$ cat src/rtl/irq_pkg.sv
// irq_pkg: shared types and constants for the interrupt sequencer.
//   irq_state_e   - sequencer FSM states (IDLE, REQ, SERVICE)
//   IRQ_W, VEC_W  - mask/source bus width and vector width
//   VBASE_DEF, VSTRIDE_DEF - default vector placement (one JMP slot per source)
//   irq_vec_calc  - vector address for a source index, modulo 2**VEC_W
package irq_pkg;

    localparam int IRQ_W = 8;
    localparam int VEC_W = 8;

    localparam logic [VEC_W-1:0] VBASE_DEF   = 8'd2;
    localparam logic [VEC_W-1:0] VSTRIDE_DEF = 8'd2;

    typedef enum logic [1:0] {
        IDLE    = 2'd0,
        REQ     = 2'd1,
        SERVICE = 2'd2
    } irq_state_e;

    function automatic logic [VEC_W-1:0] irq_vec_calc(
        input logic [VEC_W-1:0] base,
        input logic [VEC_W-1:0] stride,
        input logic [2:0]       idx
    );
        logic [VEC_W-1:0] offs;
        // Truncation to VEC_W bits gives the intended wrap-around.
        offs = stride * {{(VEC_W-3){1'b0}}, idx};
        return base + offs;
    endfunction

endpackage

$ cat src/rtl/irq_sequencer_if.sv
// irq_sequencer_if: CPU <-> interrupt sequencer bus.
//   irq_req / irq_vec       - request and vector from the sequencer
//   irq_ack / eoi           - accept vector / end of service routine
//   ei / di                 - global enable / disable pulses
//   mask_we / mask_wdata    - mask register write port
// master = CPU side, slave = sequencer side.
interface irq_sequencer_if;
    import irq_pkg::*;

    logic             irq_req;
    logic [VEC_W-1:0] irq_vec;
    logic             irq_ack;
    logic             eoi;
    logic             ei;
    logic             di;
    logic             mask_we;
    logic [IRQ_W-1:0] mask_wdata;

    modport master (
        input  irq_req, irq_vec,
        output irq_ack, eoi, ei, di, mask_we, mask_wdata
    );

    modport slave (
        output irq_req, irq_vec,
        input  irq_ack, eoi, ei, di, mask_we, mask_wdata
    );

endinterface

$ cat src/rtl/irq_prio_enc.sv
// irq_prio_enc: combinational priority encoder, highest set index wins.
//   req - request vector (N_SRC bits)
//   idx - index of the highest set bit (0 when none set)
//   any - at least one bit of req is set
module irq_prio_enc #(
    parameter int N_SRC = 8
) (
    input  logic [N_SRC-1:0] req,
    output logic [2:0]       idx,
    output logic             any
);

    // Ascending scan: later (higher) hits overwrite earlier ones.
    always_comb begin
        idx = '0;
        any = 1'b0;
        for (int i = 0; i < N_SRC; i++) begin
            if (req[i]) begin
                idx = 3'(i);
                any = 1'b1;
            end
        end
    end

endmodule

$ cat src/rtl/irq_sequencer.sv
// irq_sequencer: synchronises and edge-detects up to 8 interrupt sources,
// keeps them pending under a CPU mask, and hands one vector at a time to the
// CPU fetch unit over a req/ack handshake. No nesting: a new request waits
// for end-of-interrupt.
//   clock, rst   - step clock, asynchronous active-low reset
//   src          - raw asynchronous sources, active-high
//   bus          - CPU bus (req/vec out; ack, eoi, ei, di, mask write in)
//   pending      - pending register
//   mask         - current mask (1 = enabled)
//   ie           - global interrupt enable
//   in_service   - handler active
//
// state   | meaning
// IDLE    | waiting for ie and an unmasked pending source
// REQ     | irq_req up with a latched vector, waiting for irq_ack
// SERVICE | handler running, waiting for eoi
module irq_sequencer
    import irq_pkg::*;
#(
    parameter int               N_SRC    = 8,
    parameter logic [VEC_W-1:0] VBASE    = VBASE_DEF,
    parameter logic [VEC_W-1:0] VSTRIDE  = VSTRIDE_DEF,
    parameter logic [IRQ_W-1:0] MASK_RST = 8'hFF
) (
    input  logic              clock,
    input  logic              rst,
    input  logic [N_SRC-1:0]  src,
    irq_sequencer_if.slave    bus,
    output logic [N_SRC-1:0]  pending,
    output logic [IRQ_W-1:0]  mask,
    output logic              ie,
    output logic              in_service
);

    irq_state_e       state_q, state_d;
    logic [N_SRC-1:0] sync1_q, sync1_d;
    logic [N_SRC-1:0] sync2_q, sync2_d;
    logic [N_SRC-1:0] hist_q, hist_d;
    logic [N_SRC-1:0] pending_q, pending_d;
    logic [IRQ_W-1:0] mask_q, mask_d;
    logic             ie_q, ie_d;
    logic             in_service_q, in_service_d;
    logic [2:0]       idx_q, idx_d;
    logic             irq_req_q, irq_req_d;
    logic [VEC_W-1:0] irq_vec_q, irq_vec_d;

    logic [N_SRC-1:0] rise;
    logic [N_SRC-1:0] clr;
    logic [N_SRC-1:0] armed;
    logic [2:0]       enc_idx;
    logic             enc_any;

    assign rise  = sync2_q & ~hist_q;
    assign armed = pending_q & mask_q[N_SRC-1:0];

    irq_prio_enc #(
        .N_SRC (N_SRC)
    ) u_prio_enc (
        .req (armed),
        .idx (enc_idx),
        .any (enc_any)
    );

    always_comb begin
        sync1_d      = src;
        sync2_d      = sync1_q;
        hist_d       = sync2_q;
        state_d      = state_q;
        idx_d        = idx_q;
        irq_req_d    = irq_req_q;
        irq_vec_d    = irq_vec_q;
        in_service_d = in_service_q;
        clr          = '0;
        mask_d       = bus.mask_we ? bus.mask_wdata : mask_q;

        // di after ei so a simultaneous pair leaves ie cleared.
        ie_d = ie_q;
        if (bus.ei) ie_d = 1'b1;
        if (bus.di) ie_d = 1'b0;

        unique case (state_q)
            IDLE: begin
                if (ie_q && enc_any) begin
                    state_d   = REQ;
                    idx_d     = enc_idx;
                    irq_vec_d = irq_vec_calc(VBASE, VSTRIDE, enc_idx);
                    irq_req_d = 1'b1;
                end
            end
            REQ: begin
                // Ack takes precedence over a withdraw in the same cycle.
                if (bus.irq_ack) begin
                    for (int i = 0; i < N_SRC; i++) begin
                        clr[i] = (idx_q == 3'(i));
                    end
                    irq_req_d    = 1'b0;
                    ie_d         = 1'b0;
                    in_service_d = 1'b1;
                    state_d      = SERVICE;
                end else if (bus.di || !mask_q[idx_q]) begin
                    irq_req_d = 1'b0;
                    state_d   = IDLE;
                end
            end
            SERVICE: begin
                if (bus.eoi) begin
                    in_service_d = 1'b0;
                    ie_d         = 1'b1;
                    state_d      = IDLE;
                end
            end
            default: begin
                irq_req_d    = 1'b0;
                in_service_d = 1'b0;
                state_d      = IDLE;
            end
        endcase

        // A fresh edge on the granted source survives its own ack.
        pending_d = (pending_q & ~clr) | rise;
    end

    always_ff @(posedge clock or negedge rst) begin
        if (!rst) begin
            state_q      <= IDLE;
            sync1_q      <= '0;
            sync2_q      <= '0;
            hist_q       <= '0;
            pending_q    <= '0;
            mask_q       <= MASK_RST;
            ie_q         <= 1'b1;
            in_service_q <= 1'b0;
            idx_q        <= '0;
            irq_req_q    <= 1'b0;
            irq_vec_q    <= '0;
        end else begin
            state_q      <= state_d;
            sync1_q      <= sync1_d;
            sync2_q      <= sync2_d;
            hist_q       <= hist_d;
            pending_q    <= pending_d;
            mask_q       <= mask_d;
            ie_q         <= ie_d;
            in_service_q <= in_service_d;
            idx_q        <= idx_d;
            irq_req_q    <= irq_req_d;
            irq_vec_q    <= irq_vec_d;
        end
    end

    assign bus.irq_req = irq_req_q;
    assign bus.irq_vec = irq_vec_q;
    assign pending     = pending_q;
    assign mask        = mask_q;
    assign ie          = ie_q;
    assign in_service  = in_service_q;

endmodule

$ cat src/flat_wrapper.sv
// flat-port wrapper written by rule: the top's interface ports become plain ports
module irq_sequencer_flat import irq_pkg::*;
#(
    parameter int               N_SRC    = 8,
    parameter logic [VEC_W-1:0] VBASE    = VBASE_DEF,
    parameter logic [VEC_W-1:0] VSTRIDE  = VSTRIDE_DEF,
    parameter logic [IRQ_W-1:0] MASK_RST = 8'hFF
)
  (clock, rst, src, pending, mask, ie, in_service, bus_irq_req, bus_irq_vec, bus_irq_ack, bus_eoi, bus_ei, bus_di, bus_mask_we, bus_mask_wdata);
  irq_sequencer_if bus_i ();
  input  logic clock;
  input  logic rst;
  input  logic [N_SRC-1:0] src;
  output logic [N_SRC-1:0] pending;
  output logic [IRQ_W-1:0] mask;
  output logic ie;
  output logic in_service;
  output wire logic [$bits(bus_i.irq_req)-1:0] bus_irq_req;
  output wire logic [$bits(bus_i.irq_vec)-1:0] bus_irq_vec;
  input wire logic [$bits(bus_i.irq_ack)-1:0] bus_irq_ack;
  input wire logic [$bits(bus_i.eoi)-1:0] bus_eoi;
  input wire logic [$bits(bus_i.ei)-1:0] bus_ei;
  input wire logic [$bits(bus_i.di)-1:0] bus_di;
  input wire logic [$bits(bus_i.mask_we)-1:0] bus_mask_we;
  input wire logic [$bits(bus_i.mask_wdata)-1:0] bus_mask_wdata;
  assign bus_irq_req = bus_i.irq_req;
  assign bus_irq_vec = bus_i.irq_vec;
  assign bus_i.irq_ack = bus_irq_ack;
  assign bus_i.eoi = bus_eoi;
  assign bus_i.ei = bus_ei;
  assign bus_i.di = bus_di;
  assign bus_i.mask_we = bus_mask_we;
  assign bus_i.mask_wdata = bus_mask_wdata;
  irq_sequencer #(.N_SRC(N_SRC), .VBASE(VBASE), .VSTRIDE(VSTRIDE), .MASK_RST(MASK_RST)) u_core (.clock(clock), .rst(rst), .src(src), .bus(bus_i), .pending(pending), .mask(mask), .ie(ie), .in_service(in_service));
endmodule
$ cat config.mk
export PLATFORM = sky130hd
export DESIGN_NAME = irq_sequencer_flat
export DESIGN_NICKNAME = d
export VERILOG_FILES = /design/src/rtl/irq_pkg.sv /design/src/rtl/irq_sequencer_if.sv /design/src/rtl/irq_prio_enc.sv /design/src/rtl/irq_sequencer.sv /design/src/flat_wrapper.sv
export SDC_FILE = /design/constraint.sdc
export NUM_CORES = 1
export LEC_CHECK = 0
export CELL_PAD_IN_SITES_DETAIL_PLACEMENT = 1
export CELL_PAD_IN_SITES_GLOBAL_PLACEMENT = 1
export CORE_ASPECT_RATIO = 0.5
export CORE_MARGIN = 2
export CORE_UTILIZATION = 30
export CTS_BUF_LIST = sky130_fd_sc_hd__clkbuf_8 sky130_fd_sc_hd__clkbuf_16
export CTS_CLUSTER_SIZE = 30
export DETAILED_ROUTE_END_ITERATION = 16
export DONT_BUFFER_PORTS = 1
export PLACE_DENSITY_LB_ADDON = 0.12
export SLEW_MARGIN = 5
export SYNTH_ARGS = -nofsm -noshare
export SYNTH_HDL_FRONTEND = slang
export SYNTH_SLANG_ARGS = --single-unit
$ cat constraint.sdc
create_clock -name clock -period 1.8 [get_ports clock]
set_input_delay 0.18 -clock clock [delete_from_list [all_inputs] [get_ports clock]]
set_output_delay 0.18 -clock clock [all_outputs]
set_load 0.03 [all_outputs]
==> reports/metrics.cfg, run 1 <==
[min_path]
min_from = bus_irq_ack
whs_path_depth = 2
holdPathEnd = u_core.state_q[1]$_DFFE_PN0P_
min_path_type = in2reg

[global_routing]
grt_max_degree = 53
grt_first_pass_wirelength_um = 7500
grt-ovfl-total = 0
grt_usage = 0.132
antenna_found_initial = 0
grt_pass1_vias = 1411

[power]
leakage_nw = 1.14
peakVddDrop_mv = 0.361
power_density_mw_per_mm2 = 1380

[timing]
fin_crit_ns = 1.75
setup_viol = 0
setup_ws_ns = 0.0450
period_share = 0.975
hold_violations = 0
rsz0062_at_grt = true
finalMaxSlewViolations = 0
max_freq_ghz = 0.570
fin_skew_ns = 0.00439

[worst_setup_path]
critPathSlowestCell = dfstp_2
start_kind = flip-flop
r2r_start = u_core.mask[2]$_DFFE_PN1P_
crit_family = flip-flops
r2r_cells = 7
startpoint = u_core.mask[2]$_DFFE_PN1P_
worstPathCellList = nand2_1 -> a32o_1 -> a22oi_2 -> o21ai_1 -> ha_2 -> xor2_1 -> mux2_4
critPathMaxStageDelay_ns = 0.53
cp.required_ns = 1.98
crit_type = reg2reg
endpoint_kind = flip-flop
rrSetupSlack_ns = 0.05
path_buf_inv = 0
cp_max_fo = 2
rr_endpoint = u_core.bus.irq_vec[3]$_DFFE_PN0P_
cp_data_arrival_time_ns = 1.94

[clock_network]
insertion_delay_ns = 0.29
cts_sinks = 52
cts_made_buffers = 5
ctsLongestPathBuffers = 2
cts_tree = built
clk_pin_slew_ns = 0.07
htree_levels = 2
cts_root_buf = clkbuf_16

[logic_synthesis]
synth-edff-count = 0
ys_seq_area_frac = 0.632
synthCells = 167
ys_types = 38
synthArstFlopShare = 1.00
synth_area_mm2 = 0.00208
synth-seq-cells = 52
ys.flop_type = dfrtp_1
syn_area_per_cell_um2 = 12.4
ys.warnings.count = 0

[detailed_routing]
dr.pass1.iters = 3
drt_iter0_drc = 53
wl_per_cell_um = 15.3
drtAntennaViolNets = 0
drc = 0
routed_wl_um = 4540
viasPerCell = 4.47
num_vias = 1324

[finish]
fillers = 743
n_antenna_cell = 0
final_common_cell = dfrtp_1
fin_area_mm2 = 0.00262
final_layout_size_suffix_gt1_frac = 0.299
nets = 230
layout_common_cells = dfrtp_1 (43), buf_4 (23), inv_1 (15)
post-route-util = 0.391
syn_to_final_growth_pct = 26.2
final_cells = 296

[die]
rows = 21
die_y_um = 62.8
dieArea_mm2 = 0.00764
core_area_mm2 = 0.00670
io_pins = 50
die_w_um = 122
initial_utilization = 0.310

[placed_design]
placed_cell_area_mm2 = 0.00233
dp_hpwl_um = 3220
pre_cts_ws_ns = 0.00285
place.gp.congestion = 0.765
placedCellCount = 276
portBuffers = 0

[outcome]
status = finished clean

[flow_run]
maxCapViolCount = 0

state kept, by name, indices dropped and copies added, names as in the netlist:
| register | flops |
|---|---|
| u_core.bus.irq_req | 1 |
| u_core.ie | 1 |
| u_core.hist_q | 8 |
| u_core.sync1_q | 8 |
| u_core.mask | 8 |
| u_core.in_service | 1 |
| u_core.state_q | 2 |
| u_core.pending | 8 |
| u_core.idx_q | 3 |
| u_core.bus.irq_vec | 4 |
| u_core.hist_d | 8 |
cells by family (layout without fill, tap and decap cells):
kind of cell,after synthesis,after routing,share of synthesized area
buffers and inverters,23,57,0.0530
xor gates and xnor gates,1,1,0.00422
DFF,52,52,0.632
adders and majority gates,4,4,0.0241
muxes,16,16,0.0862
AOI/OAI and AO/OA,40,40,0.123
and+or+nand+nor,30,30,0.0754
other,1,4,0.00181
through the flow:
stage	power, mW	setup TNS [ns]	hold slack [ns]
after floorplan	2.33	-0.0356	-0.116
after global placement	2.59	0	-0.114
after detailed placement	2.60	0	-0.115
after CTS	3.65	0	0.0184
after global routing	3.86	-0.0464	0.0231
final	3.61	0	0.0253
report_power, final:
group	internal [mW]	total (mW)	switching (mW)
logic	0.441	0.967	0.526
registers	1.37	1.67	0.299
clock network	0.521	0.974	0.453
area by class of cell:
class / instances / area, um2 / share of cell area
inverters: 15 / 56.3 / 0.0215
repair buffers: 34 / 300 / 0.115
clock buffers: 5 / 125 / 0.0478
multi-input cells: 95 / 687 / 0.262
well taps: 92 / 115 / 0.0440
clock inverters: 3 / 22.5 / 0.00860
flip-flops and latches: 52 / 1310 / 0.501
how the worst max path moves through the flow:
stage,end,slack [ns],depth (start not counted)
global placement,u_core.bus.irq_vec[3]$_DFFE_PN0P_,0.03,7
global route,u_core.bus.irq_vec[3]$_DFFE_PN0P_,-0.05,7
floorplan,u_core.bus.irq_vec[3]$_DFFE_PN0P_,-0.04,7
finish,u_core.bus.irq_vec[3]$_DFFE_PN0P_,0.05,7
detailed placement,u_core.bus.irq_vec[3]$_DFFE_PN0P_,0.003,7
CTS,u_core.bus.irq_vec[3]$_DFFE_PN0P_,0.02,7
worst reg2reg max path: stages (launching register included):
cell	delay [ns]
dfstp_2	0.53
nand2_1	0.05
a32o_1	0.25
a22oi_2	0.15
o21ai_1	0.10
ha_2	0.18
xor2_1	0.14
mux2_4	0.25
routing by layer:
metal | GRT usage | share of wire | up-vias | wire [um]
met5 | 0 | 0 | - | 0
met4 | 0.0474 | 0.016 | 0 | 71
met3 | 0.0429 | 0.049 | 7 | 221
met2 | 0.195 | 0.43 | 28 | 1960
met1 | 0.183 | 0.50 | 649 | 2290
li1 | - | - | 640 | -
synthesized netlist by cell type, types with 2 or more instances:
library cell | instances | area (um2)
dfrtp_1 | 43 | 1080
o21ai_0 | 16 | 80.1
inv_1 | 15 | 56.3
dfstp_2 | 9 | 236
mux2_2 | 8 | 90.1
nand2_1 | 7 | 26.3
nor2_1 | 7 | 26.3
a21oi_1 | 5 | 25.0
a22oi_1 | 4 | 30.0
buf_4 | 4 | 30.0
ha_1 | 4 | 50.1
mux2i_1 | 4 | 40.0
a31oi_1 | 3 | 18.8
and2_1 | 3 | 18.8
mux2_1 | 3 | 33.8
nand2b_1 | 3 | 18.8
nand3_1 | 3 | 15.0
a22oi_2 | 2 | 25.0
clkbuf_1 | 2 | 7.51
nand3_2 | 2 | 20.0
o21ai_1 | 2 | 10.0
o31ai_1 | 2 | 15.0
repair_timing:
action	4_1_cts	5_1_grt
cloned	0	0
setup buffers	1	0
hold buffers	11	0
gates resized for setup	0	3
hold endpoints to repair	61	0
setup endpoints to repair	1	6
(Power assumes the default switching activity.)
==> run 2, diff against run 1 <==
--- a/config.mk
+++ b/config.mk
@@ -14,6 +14,7 @@
 export CTS_CLUSTER_SIZE = 30
 export DETAILED_ROUTE_END_ITERATION = 16
 export DONT_BUFFER_PORTS = 1
+export GPL_TIMING_DRIVEN = 0
 export PLACE_DENSITY_LB_ADDON = 0.12
 export SLEW_MARGIN = 5
 export SYNTH_ARGS = -nofsm -noshare
==> reports/metrics.cfg, run 2 (synthesis gave the netlist of run 1 again) <==
[outcome]
status = finished with violations
violations = negative setup slack

[finish]
syn_to_final_growth_pct = 23.7
fillers = 712  ; -4.2%
final_common_cell = dfrtp_1
layout_common_cells = dfrtp_1 (36), inv_1 (16), o21ai_0 (15)
final_layout_size_suffix_gt1_frac = 0.294  ; -0.00521
post-route-util = 0.383  ; -0.00766
n_antenna_cell = 0  ; unchanged
nets = 220  ; -4.3%

[worst_setup_path]
start_kind = flip-flop
cp_max_fo = 5  ; +3
startpoint = u_core.mask[2]$_DFFE_PN1P_
cp_data_arrival_time_ns = 2.14  ; +0.20 ns
cp.required_ns = 1.98  ; about the same
r2r_start = u_core.mask[2]$_DFFE_PN1P_
crit_type = reg2reg
endpoint_kind = flip-flop

[timing]
hold_violations = 0  ; unchanged
setup_viol = 2  ; +2
period_share = 1.09  ; +0.111
fin_skew_ns = 0.00335  ; -0.00103 ns
finalMaxSlewViolations = 0  ; unchanged
setup_ws_ns = -0.154  ; -0.199 ns
max_freq_ghz = 0.512  ; -10%
rsz0062_at_grt = true
fin_crit_ns = 1.95  ; +0.199 ns

[placed_design]
portBuffers = 0  ; unchanged
pre_cts_ws_ns = -0.177  ; -0.179 ns
place.gp.congestion = 0.749  ; -2.1%
dp_hpwl_um = 2990  ; -7.1%

[clock_network]
insertion_delay_ns = 0.29  ; about the same
cts_made_buffers = 5  ; unchanged
ctsLongestPathBuffers = 2  ; unchanged
clk_pin_slew_ns = 0.07  ; about the same
cts_root_buf = clkbuf_16
htree_levels = 2  ; unchanged
cts_tree = built
cts_sinks = 52  ; unchanged

[die]
die_w_um = 122  ; unchanged
core_area_mm2 = 0.00670  ; unchanged
io_pins = 50  ; unchanged
dieArea_mm2 = 0.00764  ; unchanged
rows = 21  ; unchanged
initial_utilization = 0.310  ; unchanged
die_y_um = 62.8  ; unchanged

[detailed_routing]
routed_wl_um = 4380  ; -3.6%
drt_iter0_drc = 42  ; -21%
num_vias = 1284  ; -3.0%
dr.pass1.iters = 4  ; +1
wl_per_cell_um = 15.3  ; -0.24%
drtAntennaViolNets = 0  ; unchanged
viasPerCell = 4.49  ; +0.37%
drc = 0  ; unchanged

[global_routing]
grt_max_degree = 53  ; unchanged
grt-ovfl-total = 0  ; unchanged
antenna_found_initial = 0  ; unchanged
grt_usage = 0.128  ; -0.00381
grt_first_pass_wirelength_um = 7270  ; -3.0%
grt_pass1_vias = 1363  ; -3.4%

[power]
power_density_mw_per_mm2 = 1390  ; +0.73%
peakVddDrop_mv = 0.415  ; +15%
leakage_nw = 1.09  ; -4.3%

[min_path]
min_from = bus_irq_ack
min_path_type = in2reg

[flow_run]
maxCapViolCount = 0  ; unchanged

## run 2: final timing paths
check | to | depth (start not counted) | slack, ns
setup / recovery | u_core.bus.irq_vec[3]$_DFFE_PN0P_ | 7 | -0.15
hold / removal | u_core.state_q[1]$_DFFE_PN0P_ | 2 | 0.02
setup reg to reg | u_core.bus.irq_vec[3]$_DFFE_PN0P_ | 7 | -0.15
hold reg to reg | u_core.hist_d[5]$_DFF_PN0_ | 0 | 0.35
max in group asynchronous | u_core.mask[3]$_DFFE_PN1P_ | 2 | 1.13
min in group asynchronous | u_core.hist_d[7]$_DFF_PN0_ | 2 | 0.40
## run 2: what timing repair did
| item | in CTS | in global routing |
|---|---|---|
| hold endpoints to repair | 61 | 0 |
| hold buffers | 11 | 0 |
| setup buffers | 2 | 3 |
| gates resized for setup | 7 | 6 |
| pin swaps | 2 | 4 |
| endpoints found under the setup margin | 5 | 8 |
## run 2: power by group
part / internal (mW) / switching (mW) / leakage [nW]
Combinational: 0.411 / 0.437 / 0.445
Clock: 0.513 / 0.432 / 0.0712
Sequential: 1.38 / 0.392 / 0.576
## run 2: layout make-up
type	count	area, um2	share of cell area
buffer	8	56.3	0.0219
clock buffer	5	125	0.0487
clock inverter	3	20.0	0.00780
inverter	15	56.3	0.0219
multi-input combinational	95	708	0.276
sequential	52	1320	0.515
tap	92	115	0.0448
timing repair buffer	16	165	0.0643
## run 2: worst max-delay path, cell delays in order (launching register included)
cell	delay (ns)
dfstp_2	0.67
nand2_1	0.08
a32o_1	0.26
a22oi_2	0.20
o21ai_2	0.07
ha_2	0.17
xor2_1	0.14
mux2_4	0.25
## run 2: metrics by stage
step | std cells | TNS, ns | instance area, um2 | hold slack [ns] | power (mW)
after floorplan | 170 | -0.0356 | 2100 | -0.116 | 2.33
after global placement | 262 | -0.387 | 2220 | -0.114 | 2.51
after detailed placement | 262 | -0.428 | 2220 | -0.114 | 2.53
after CTS | 283 | -0.281 | 2510 | 0.0200 | 3.57
after global routing | 286 | -0.684 | 2570 | 0.0197 | 3.82
final | 286 | -0.257 | 2570 | 0.0225 | 3.56
## run 2: per-layer routing
| layer | vias up | wire, um | global-route usage |
|---|---|---|---|
| li1 | 617 | - | - |
| met1 | 633 | 2090 | 0.175 |
| met2 | 27 | 1980 | 0.181 |
| met3 | 7 | 220 | 0.0493 |
| met4 | 0 | 81 | 0.0560 |
| met5 | - | 0 | 0 |
